--- src/rtl/apb_master_pkg.sv ---
// Shared types and default parameter values for the APB requester.
// Sized for TIMEOUT_CYCLES up to 255.
package apb_master_pkg;

   localparam int unsigned DefDataWidth     = 32;
   localparam int unsigned DefAddrWidth     = 16;
   localparam int unsigned DefTimeoutCycles = 16;
   localparam int unsigned WaitCntWidth     = 8;

   typedef enum logic [1:0] {
      StIdle,
      StSetup,
      StAccess,
      StResp
   } apb_state_e;

   // Counter value seen in the last ACCESS cycle that is still allowed to complete.
   function automatic logic [WaitCntWidth-1:0] timeout_limit(input int unsigned cycles);
      return WaitCntWidth'(cycles - 1);
   endfunction

endpackage

--- src/rtl/apb_timeout_cnt.sv ---
// Wait-state counter for the ACCESS phase: clear, increment, and a flag when the
// final allowed ACCESS cycle has been reached.
module apb_timeout_cnt import apb_master_pkg::*; #(
   parameter int unsigned TimeoutCycles = DefTimeoutCycles
) (
   input  logic clk_i,
   input  logic rst_i,
   input  logic clr_i,
   input  logic inc_i,
   output logic expired_o
);

   logic [WaitCntWidth-1:0] cnt_q, cnt_d;

   assign expired_o = (cnt_q == timeout_limit(TimeoutCycles));

   // Saturates at the limit so a stalled FSM can never wrap the count.
   always_comb begin
      cnt_d = cnt_q;
      if (clr_i) begin
         cnt_d = '0;
      end else if (inc_i && !expired_o) begin
         cnt_d = cnt_q + 1'b1;
      end
   end

   always_ff @(posedge clk_i or posedge rst_i) begin
      if (rst_i) begin
         cnt_q <= '0;
      end else begin
         cnt_q <= cnt_d;
      end
   end

endmodule

--- src/rtl/apb_master.sv ---
// APB requester: one command in, one SETUP/ACCESS transfer out, one response back.
// ACCESS aborts with a timeout response if PREADY stays low for TIMEOUT_CYCLES cycles.
module apb_master import apb_master_pkg::*; #(
   parameter int unsigned DATA_WIDTH     = DefDataWidth,
   parameter int unsigned ADDR_WIDTH     = DefAddrWidth,
   parameter int unsigned TIMEOUT_CYCLES = DefTimeoutCycles
) (
   input  logic                  PCLK,
   input  logic                  PRESET,
   // Command channel
   input  logic                  cmd_valid,
   output logic                  cmd_ready,
   input  logic                  cmd_write,
   input  logic [ADDR_WIDTH-1:0] cmd_addr,
   input  logic [DATA_WIDTH-1:0] cmd_wdata,
   // Response channel
   output logic                  rsp_valid,
   input  logic                  rsp_ready,
   output logic [DATA_WIDTH-1:0] rsp_rdata,
   output logic                  rsp_timeout,
   // APB requester side
   output logic [ADDR_WIDTH-1:0] PADDR,
   output logic                  PSELx,
   output logic                  PWRITE,
   output logic [DATA_WIDTH-1:0] PWDATA,
   output logic                  PENABLE,
   input  logic                  PREADY,
   input  logic [DATA_WIDTH-1:0] PRDATA
);

   apb_state_e            state_q, state_d;
   logic [ADDR_WIDTH-1:0] paddr_q, paddr_d;
   logic                  pwrite_q, pwrite_d;
   logic [DATA_WIDTH-1:0] pwdata_q, pwdata_d;
   logic [DATA_WIDTH-1:0] rdata_q, rdata_d;
   logic                  timeout_q, timeout_d;
   logic                  cnt_clr, cnt_inc, cnt_expired;

   apb_timeout_cnt #(
      .TimeoutCycles (TIMEOUT_CYCLES)
   ) u_timeout_cnt (
      .clk_i     (PCLK),
      .rst_i     (PRESET),
      .clr_i     (cnt_clr),
      .inc_i     (cnt_inc),
      .expired_o (cnt_expired)
   );

   // Handshake and bus strobes decode straight from state so reset drops them at once.
   assign cmd_ready   = (state_q == StIdle);
   assign rsp_valid   = (state_q == StResp);
   assign PSELx       = (state_q == StSetup) || (state_q == StAccess);
   assign PENABLE     = (state_q == StAccess);
   assign PADDR       = paddr_q;
   assign PWRITE      = pwrite_q;
   assign PWDATA      = pwdata_q;
   assign rsp_rdata   = rdata_q;
   assign rsp_timeout = timeout_q;

   always_comb begin
      state_d   = state_q;
      paddr_d   = paddr_q;
      pwrite_d  = pwrite_q;
      pwdata_d  = pwdata_q;
      rdata_d   = rdata_q;
      timeout_d = timeout_q;
      cnt_clr   = 1'b0;
      cnt_inc   = 1'b0;

      unique case (state_q)
         StIdle: begin
            if (cmd_valid) begin
               paddr_d  = cmd_addr;
               pwrite_d = cmd_write;
               pwdata_d = cmd_wdata;
               state_d  = StSetup;
            end
         end
         StSetup: begin
            cnt_clr = 1'b1;
            state_d = StAccess;
         end
         StAccess: begin
            // PREADY wins over the timeout in the last allowed cycle.
            if (PREADY) begin
               rdata_d   = pwrite_q ? '0 : PRDATA;
               timeout_d = 1'b0;
               state_d   = StResp;
            end else if (cnt_expired) begin
               rdata_d   = '0;
               timeout_d = 1'b1;
               state_d   = StResp;
            end else begin
               cnt_inc = 1'b1;
            end
         end
         StResp: begin
            if (rsp_ready) begin
               state_d = StIdle;
            end
         end
         default: begin
            state_d = StIdle;
         end
      endcase
   end

   always_ff @(posedge PCLK or posedge PRESET) begin
      if (PRESET) begin
         state_q   <= StIdle;
         paddr_q   <= '0;
         pwrite_q  <= 1'b0;
         pwdata_q  <= '0;
         rdata_q   <= '0;
         timeout_q <= 1'b0;
      end else begin
         state_q   <= state_d;
         paddr_q   <= paddr_d;
         pwrite_q  <= pwrite_d;
         pwdata_q  <= pwdata_d;
         rdata_q   <= rdata_d;
         timeout_q <= timeout_d;
      end
   end

endmodule

--- config.mk ---
export PLATFORM = sky130hd
export DESIGN_NAME = apb_master
export DESIGN_NICKNAME = d
export VERILOG_FILES = /design/src/rtl/apb_master_pkg.sv /design/src/rtl/apb_timeout_cnt.sv /design/src/rtl/apb_master.sv
export SDC_FILE = /design/constraint.sdc
export NUM_CORES = 1
export LEC_CHECK = 0
export ABC_CLOCK_PERIOD_IN_PS = 5400
export CAP_MARGIN = 20
export CELL_PAD_IN_SITES_DETAIL_PLACEMENT = 0
export CELL_PAD_IN_SITES_GLOBAL_PLACEMENT = 1
export CORE_ASPECT_RATIO = 0.5
export CORE_MARGIN = 5
export CORE_UTILIZATION = 34
export DETAILED_ROUTE_END_ITERATION = 7
export GPL_TIMING_DRIVEN = 1
export PLACE_DENSITY = 0.93
export REMOVE_ABC_BUFFERS = 1
export SLEW_MARGIN = 10
export SYNTH_ARGS = -nofsm -noshare
export SYNTH_HDL_FRONTEND = slang
export SYNTH_SLANG_ARGS = --single-unit
--- constraint.sdc ---
create_clock -name PCLK -period 5.4 [get_ports PCLK]
set_clock_uncertainty 0.2 [all_clocks]
set_input_delay 0.81 -clock PCLK [delete_from_list [all_inputs] [get_ports PCLK]]
set_output_delay 0.81 -clock PCLK [all_outputs]
set_load 0.01 [all_outputs]
==> results by group, run 1 <==
Floorplan
  • Core area: 10,300 um2
  • Full die area: 12,900 um2
  • # rows: 26
  • Io pins: 172
  • Die width: 155 um
  • Die Y: ~83 um
  • Initial Util: 35.0%

Setup path
  • Register-to-Register Path Depth: 6
  • Max incr delay on CP: ~600 ps
  • Setup CP Type: reg2out
  • Worst EP required: 4390 ps
  • Worst-path cell chain: inv_1, ha_1, clkdlybuf4s50_1
  • Crit path DAT: between 1500 and 2000 ps
  • Slowest CP cell: clkdlybuf4s50_1
  • Crit-path max FO: 9
  • CP startpoint kind: flop
  • Crit. End Element: output port

STA
  • Period minus WS final: 2790 ps
  • TNS Setup: 0 ps
  • Final setup violation count: 0
  • WHS: 296 ps
  • Hold Fails Final Rpt: 0
  • Least-Margin Pin Slew: between 600 and 700 ps
  • RSZ-0062 raised after global routing: no
  • Peak Freq: 359 MHz
  • Slew Limit Fails: 0
  • Final period util: slightly above 50%
  • Relative slew slack: 58.3%

Synthesis
  • #FFs+latches synth: 92
  • Synth top cells by count: 92 x dfrtp_1, 49 x mux2_2, 31 x a22o_1
  • Yosys top cell area share: 64.0%
  • Most common cell in the netlist: dfrtp_1
  • Largest cells by area after synthesis: dfrtp_1 64%, mux2_2 15%, a22o_1 7.5%
  • Main synth FF type: dfrtp_1
  • EDFF count, synth: 0
  • Sequential area share after synthesis: 64.0%
  • Asr flop ratio synth: 100%
  • Synth cell types: 35
  • Synth warn: 0
  • Cell count after synthesis: 240
  • Avg Cell Area, Syn: 15.0 um2
  • Biggest area consumer among synthesized cells: dfrtp_1
  • Mapped Area: 3600 um2

Routing
  • Remaining DRCs: 0
  • Routed vias: ~2,600
  • WL/cell: 17.6 um
  • Vias/cell: 4.67
  • WL final: 9800 um
  • Iteration-0 DRC Markers: 152
  • Final ANT Viol Nets: 0
  • TritonRoute pass-1 iters: 4

Power
  • Switch Pwr: 930 uW
  • Worst vdd ir: 0.000172 V
  • Cell Int Power: 2150 uW
  • Gate power share: a little under half
  • Clk pwr share: 18.1%
  • Leakage dissipation: 0.00247 uW
  • Seq pwr share: 36.8%
  • Sw Ratio: 30.2%
  • Power density cells: 538 nW/um2

Clock tree
  • Clk slew on worst S/H paths: 60 ps
  • Post-CTS Setup Repair Bufs: 0
  • Post_cts resized: 0
  • Clock latency on the worst-skew pair: 340 ps
  • CTS Buf Count: 9
  • H-Tree Depth: 3
  • Clk Tree Root Cell: clkbuf_16
  • Post-CTS Hold Buffers: 0
  • CTS tree: built
  • Max Root-Sink Buffers: 2
  • Clock sinks: 92

Global routing
  • Pin count of the biggest net entering global routing: 57
  • First-pass GRT wire length: 14,600 um
  • Vias in the first global route: 2,730
  • Total GRT Usage: 14.8%
  • Initial antenna violation count: 0
  • Grt ovf: 0

Layout
  • Nets: 505
  • N_diodes: 0
  • Area growth from synthesis to layout: 59.3%
  • Core Util, Final: a little under three fifths
  • Post-Layout Cell Count: 557
  • Filler cell count: 896
  • Fraction of layout cells with a size suffix above 1: 18.5%
  • Final instance area: 5730 um2

Place
  • Post-detail-place hpwl: slightly above 7000 um
  • Placed cells: 542
  • Placement Cell Area: 5450 um2
  • GPL Wtd Cong: 0.761
  • IO Port Bufs: about 170

Min path
  • Hold path depth: 1
  • Min-Delay Path Class: reg2reg

Flow run
  • Max-cap violation count: 0

Outcome
  • Outcome: finished clean
path summary, 6_finish.rpt:
check	start	end	slack (ps)
hold reg to reg	rsp_rdata[17]	rsp_rdata[17]	300
min in group asynchronous	PRESET	PWDATA[28]	570
max in group asynchronous	PRESET	u_timeout_cnt.cnt_q[0]	3410
setup / recovery	state_q[0]	PENABLE	2610
setup reg to reg	state_q[0]	state_q[1]	3190
hold / removal	rsp_rdata[17]	rsp_rdata[17]	300
cells in the final DEF (no fill, tap or decap), drive strengths merged, types with 2 or more instances in the layout:
master and n:
a22o 31, dfrtp 92, xor2 2, xnor2 2, a21oi 6, o21ai 4
or4 2, ha 5, buf 5, clkdlybuf4s50 171, mux2i 2, clkinv 4
nor2b 3, and2 2, nor3 2, nor2 7, nand2 3, clkbuf 11
and3 2, mux2 50, inv 3
flip-flops by register name, indices dropped and copies added, names as in the netlist:
register             cells
PADDR                   16
PWDATA                  32
rsp_rdata               32
PWRITE                   1
u_timeout_cnt.cnt_q      8
state_q                  2
rsp_timeout              1
through the flow:
stage | power, uW | setup WS, ps
4_1_cts | 3120 | 2610
2_1_floorplan | 1740 | 2000
3_3_place_gp | 2500 | 2360
6_report | 3080 | 2610
3_5_place_dp | 2550 | 2560
5_1_grt | 3250 | 2520
critical path: cells and delay by family, from the launching register on:
family                     cells  cell delay (ps)
DFF                            1              390
buffers and inverters          2              700
adders and majority gates      1              350
metal layers:
layer  routed length, um  GRT usage [%]
met3                 391           3.70
met4                 224           6.11
met2                5350           26.2
met1                3840           17.5
met5                   0              0
logic make-up after synthesis:
| kind of cell | count (synthesis) | synth area share (%) |
|---|---|---|
| compound gates | 44 | 10.1 |
| xor+xnor | 4 | 0.974 |
| fa+ha+maj | 5 | 1.74 |
| buf+inv | 17 | 2.47 |
| flops | 92 | 64.0 |
| mux | 52 | 16.3 |
| simple gates | 26 | 4.42 |
layout make-up:
| class | count | area (um2) | share of cell area (%) |
|---|---|---|---|
| tap | 140 | 175 | 3.06 |
| clock buffer | 11 | 243 | 4.24 |
| timing repair buffer | 176 | 1770 | 30.9 |
| inverter | 4 | 16.3 | 0.284 |
| clock inverter | 3 | 15.0 | 0.262 |
| multi-input combinational | 131 | 1210 | 21.1 |
| sequential | 92 | 2300 | 40.2 |
power groups by stage:
stage / clock network (uW) / logic [uW] / registers (uW)
final: 558 / 1390 / 1130
after global routing: 604 / 1470 / 1170
after detailed placement: 0 / 1410 / 1140
after floorplan: 0 / 481 / 1260
after CTS: 574 / 1410 / 1140
after global placement: 0 / 1370 / 1130
No activity file was read; power rests on OpenSTA's default activity.
==> run 2, diff against run 1 <==
--- a/config.mk
+++ b/config.mk
@@ -5,16 +5,16 @@
 export SDC_FILE = /design/constraint.sdc
 export NUM_CORES = 1
 export LEC_CHECK = 0
-export ABC_CLOCK_PERIOD_IN_PS = 5400
+export ABC_CLOCK_PERIOD_IN_PS = 2350
 export CAP_MARGIN = 20
 export CELL_PAD_IN_SITES_DETAIL_PLACEMENT = 0
 export CELL_PAD_IN_SITES_GLOBAL_PLACEMENT = 1
 export CORE_ASPECT_RATIO = 0.5
 export CORE_MARGIN = 5
-export CORE_UTILIZATION = 34
+export CORE_UTILIZATION = 28
 export DETAILED_ROUTE_END_ITERATION = 7
 export GPL_TIMING_DRIVEN = 1
-export PLACE_DENSITY = 0.93
+export PLACE_DENSITY = 0.83
 export REMOVE_ABC_BUFFERS = 1
 export SLEW_MARGIN = 10
 export SYNTH_ARGS = -nofsm -noshare
==> constraint.sdc (replaced) <==
create_clock -name PCLK -period 2.35 [get_ports PCLK]
set_clock_uncertainty 0.2 [all_clocks]
set_input_delay 0.3525 -clock PCLK [delete_from_list [all_inputs] [get_ports PCLK]]
set_output_delay 0.3525 -clock PCLK [all_outputs]
set_load 0.01 [all_outputs]
==> results by group, run 2 (synthesis gave the netlist of run 1 again) <==
Outcome
  • Outcome: finished clean

Routing
  • TritonRoute pass-1 iters: 4
  • Iteration-0 DRC Markers: between 100 and 150
  • Final ANT Viol Nets: 0
  • WL final: 10,100 um
  • Vias/cell: 4.44
  • Routed vias: 2,619
  • WL/cell: around 17 um
  • Remaining DRCs: 0

Power
  • Leakage dissipation: 0.00248 uW
  • Switch Pwr: 2140 uW
  • Sw Ratio: 30.1%
  • Power density cells: around 1200 nW/um2
  • Worst vdd ir: 0.000474 V
  • Cell Int Power: roughly 5000 uW
  • Seq pwr share: around 37%
  • Clk pwr share: 18.5%
  • Gate power share: ~45%

Setup path
  • Setup CP Type: reg2out
  • Crit-path max FO: 4
  • Register-to-Register Path Depth: 6
  • Crit. End Element: output port
  • CP startpoint kind: flop
  • Crit path DAT: around 1700 ps
  • Worst EP required: 1800 ps

STA
  • Final setup violation count: 0
  • WHS: 157 ps
  • Least-Margin Pin Slew: between 500 and 600 ps
  • RSZ-0062 raised after global routing: no
  • Peak Freq: 445 MHz
  • TNS Setup: 0 ps
  • Final period util: 95.6%
  • Hold Fails Final Rpt: 0
  • Slew Limit Fails: 0
  • Period minus WS final: 2250 ps
  • Relative slew slack: 65.7%

Place
  • Placed cells: 574
  • Post-detail-place hpwl: 7650 um
  • IO Port Bufs: roughly 170
  • Placement Cell Area: between 5000 and 6000 um2
  • GPL Wtd Cong: around 0.75

Floorplan
  • Core area: ~13,000 um2
  • Io pins: 172
  • Die width: 170 um
  • Full die area: approximately 15,000 um2
  • # rows: 29
  • Initial Util: around 28%
  • Die Y: 90.1 um

Min path
  • Min-Delay Path Class: in2async

Clock tree
  • Clk Tree Root Cell: clkbuf_16
  • CTS Buf Count: 9
  • Clock latency on the worst-skew pair: roughly 330 ps
  • Clock sinks: 92
  • CTS tree: built
  • Post-CTS Setup Repair Bufs: 0
  • H-Tree Depth: 3
  • Post-CTS Hold Buffers: 0
  • Clk slew on worst S/H paths: roughly 60 ps
  • Post_cts resized: 0
  • Max Root-Sink Buffers: 2

Layout
  • Nets: 506
  • Area growth from synthesis to layout: 61.3%
  • N_diodes: 0
  • Final instance area: between 5000 and 6000 um2
  • Most common cell after layout, fill and taps aside: clkdlybuf4s50_1
  • Core Util, Final: 45.9%
  • Post-Layout Cell Count: 590
  • Fraction of layout cells with a size suffix above 1: a little under a fifth
  • Most frequent cells in the layout: 171 x clkdlybuf4s50_1, 92 x dfrtp_1, 49 x mux2_2, 31 x a22o_1, 9 x clkbuf_16

Global routing
  • Pin count of the biggest net entering global routing: 50
  • Total GRT Usage: 13.3%
  • Initial antenna violation count: 0
  • Grt ovf: 0
  • First-pass GRT wire length: 15,700 um
  • Vias in the first global route: 2,674

Flow run
  • Max-cap violation count: 0
## run 2: cell count changes in the layout (fill, tap and decap cells not counted)
| cell | before | now |
|---|---|---|
| clkbuf_1 | 1 | 4 |
| ha_2 | 0 | 1 |
| buf_12 | 1 | 3 |
| clkinv_2 | 4 | 3 |
| ha_1 | 5 | 4 |
| buf_8 | 1 | 0 |
## run 2: path summary, 6_finish.rpt
path                              startpoint      endpoint  slack [ps]
worst max-delay path              state_q[1]         PSELx         100
worst min-delay path                  PRESET    PWDATA[13]         160
worst max register to register    state_q[0]    state_q[1]         310
worst min register to register  rsp_rdata[2]  rsp_rdata[2]         300
max in group asynchronous             PRESET    state_q[1]        1200
min in group PCLK               rsp_rdata[2]  rsp_rdata[2]         300
## run 2: cell type report
type                       count  area (um2)
sequential                    92        2300
tap                          170         213
fill                        1112        6830
multi-input combinational    131        1210
timing repair buffer         177        1790
inverter                       4        16.3
clock inverter                 2        10.0
clock buffer                  14         254
## run 2: worst max-delay path, stage by stage, from the launching register on
cell and delay (ps):
dfrtp_1 400, inv_1 80, ha_1 300, clkdlybuf4s50_1 570
## run 2: routing by layer
layer  share of wire (%)  routed length, um  GRT usage [%]
met3                 3.3                336           3.64
met4                 2.8                284           4.98
met5                   0                  0              0
met2                  57               5690           24.0
met1                  37               3740           14.9
## run 2: power groups by stage
stage | Clock (uW) | Sequential (uW) | Combinational, uW
final | 1310 | 2600 | 3200
after global routing | 1430 | 2680 | 3400
after CTS | 1360 | 2600 | 3270
after detailed placement | 0 | 2620 | 3260
after global placement | 0 | 2600 | 3220
after floorplan | 0 | 2900 | 1110
## run 2: through the flow
stage / total power (uW) / setup WS (ps)
detailed placement: 5880 / 243
floorplan: 4010 / -594
finish: 7110 / 102
global route: 7510 / 20.4
CTS: 7220 / 1.56
global placement: 5820 / 287
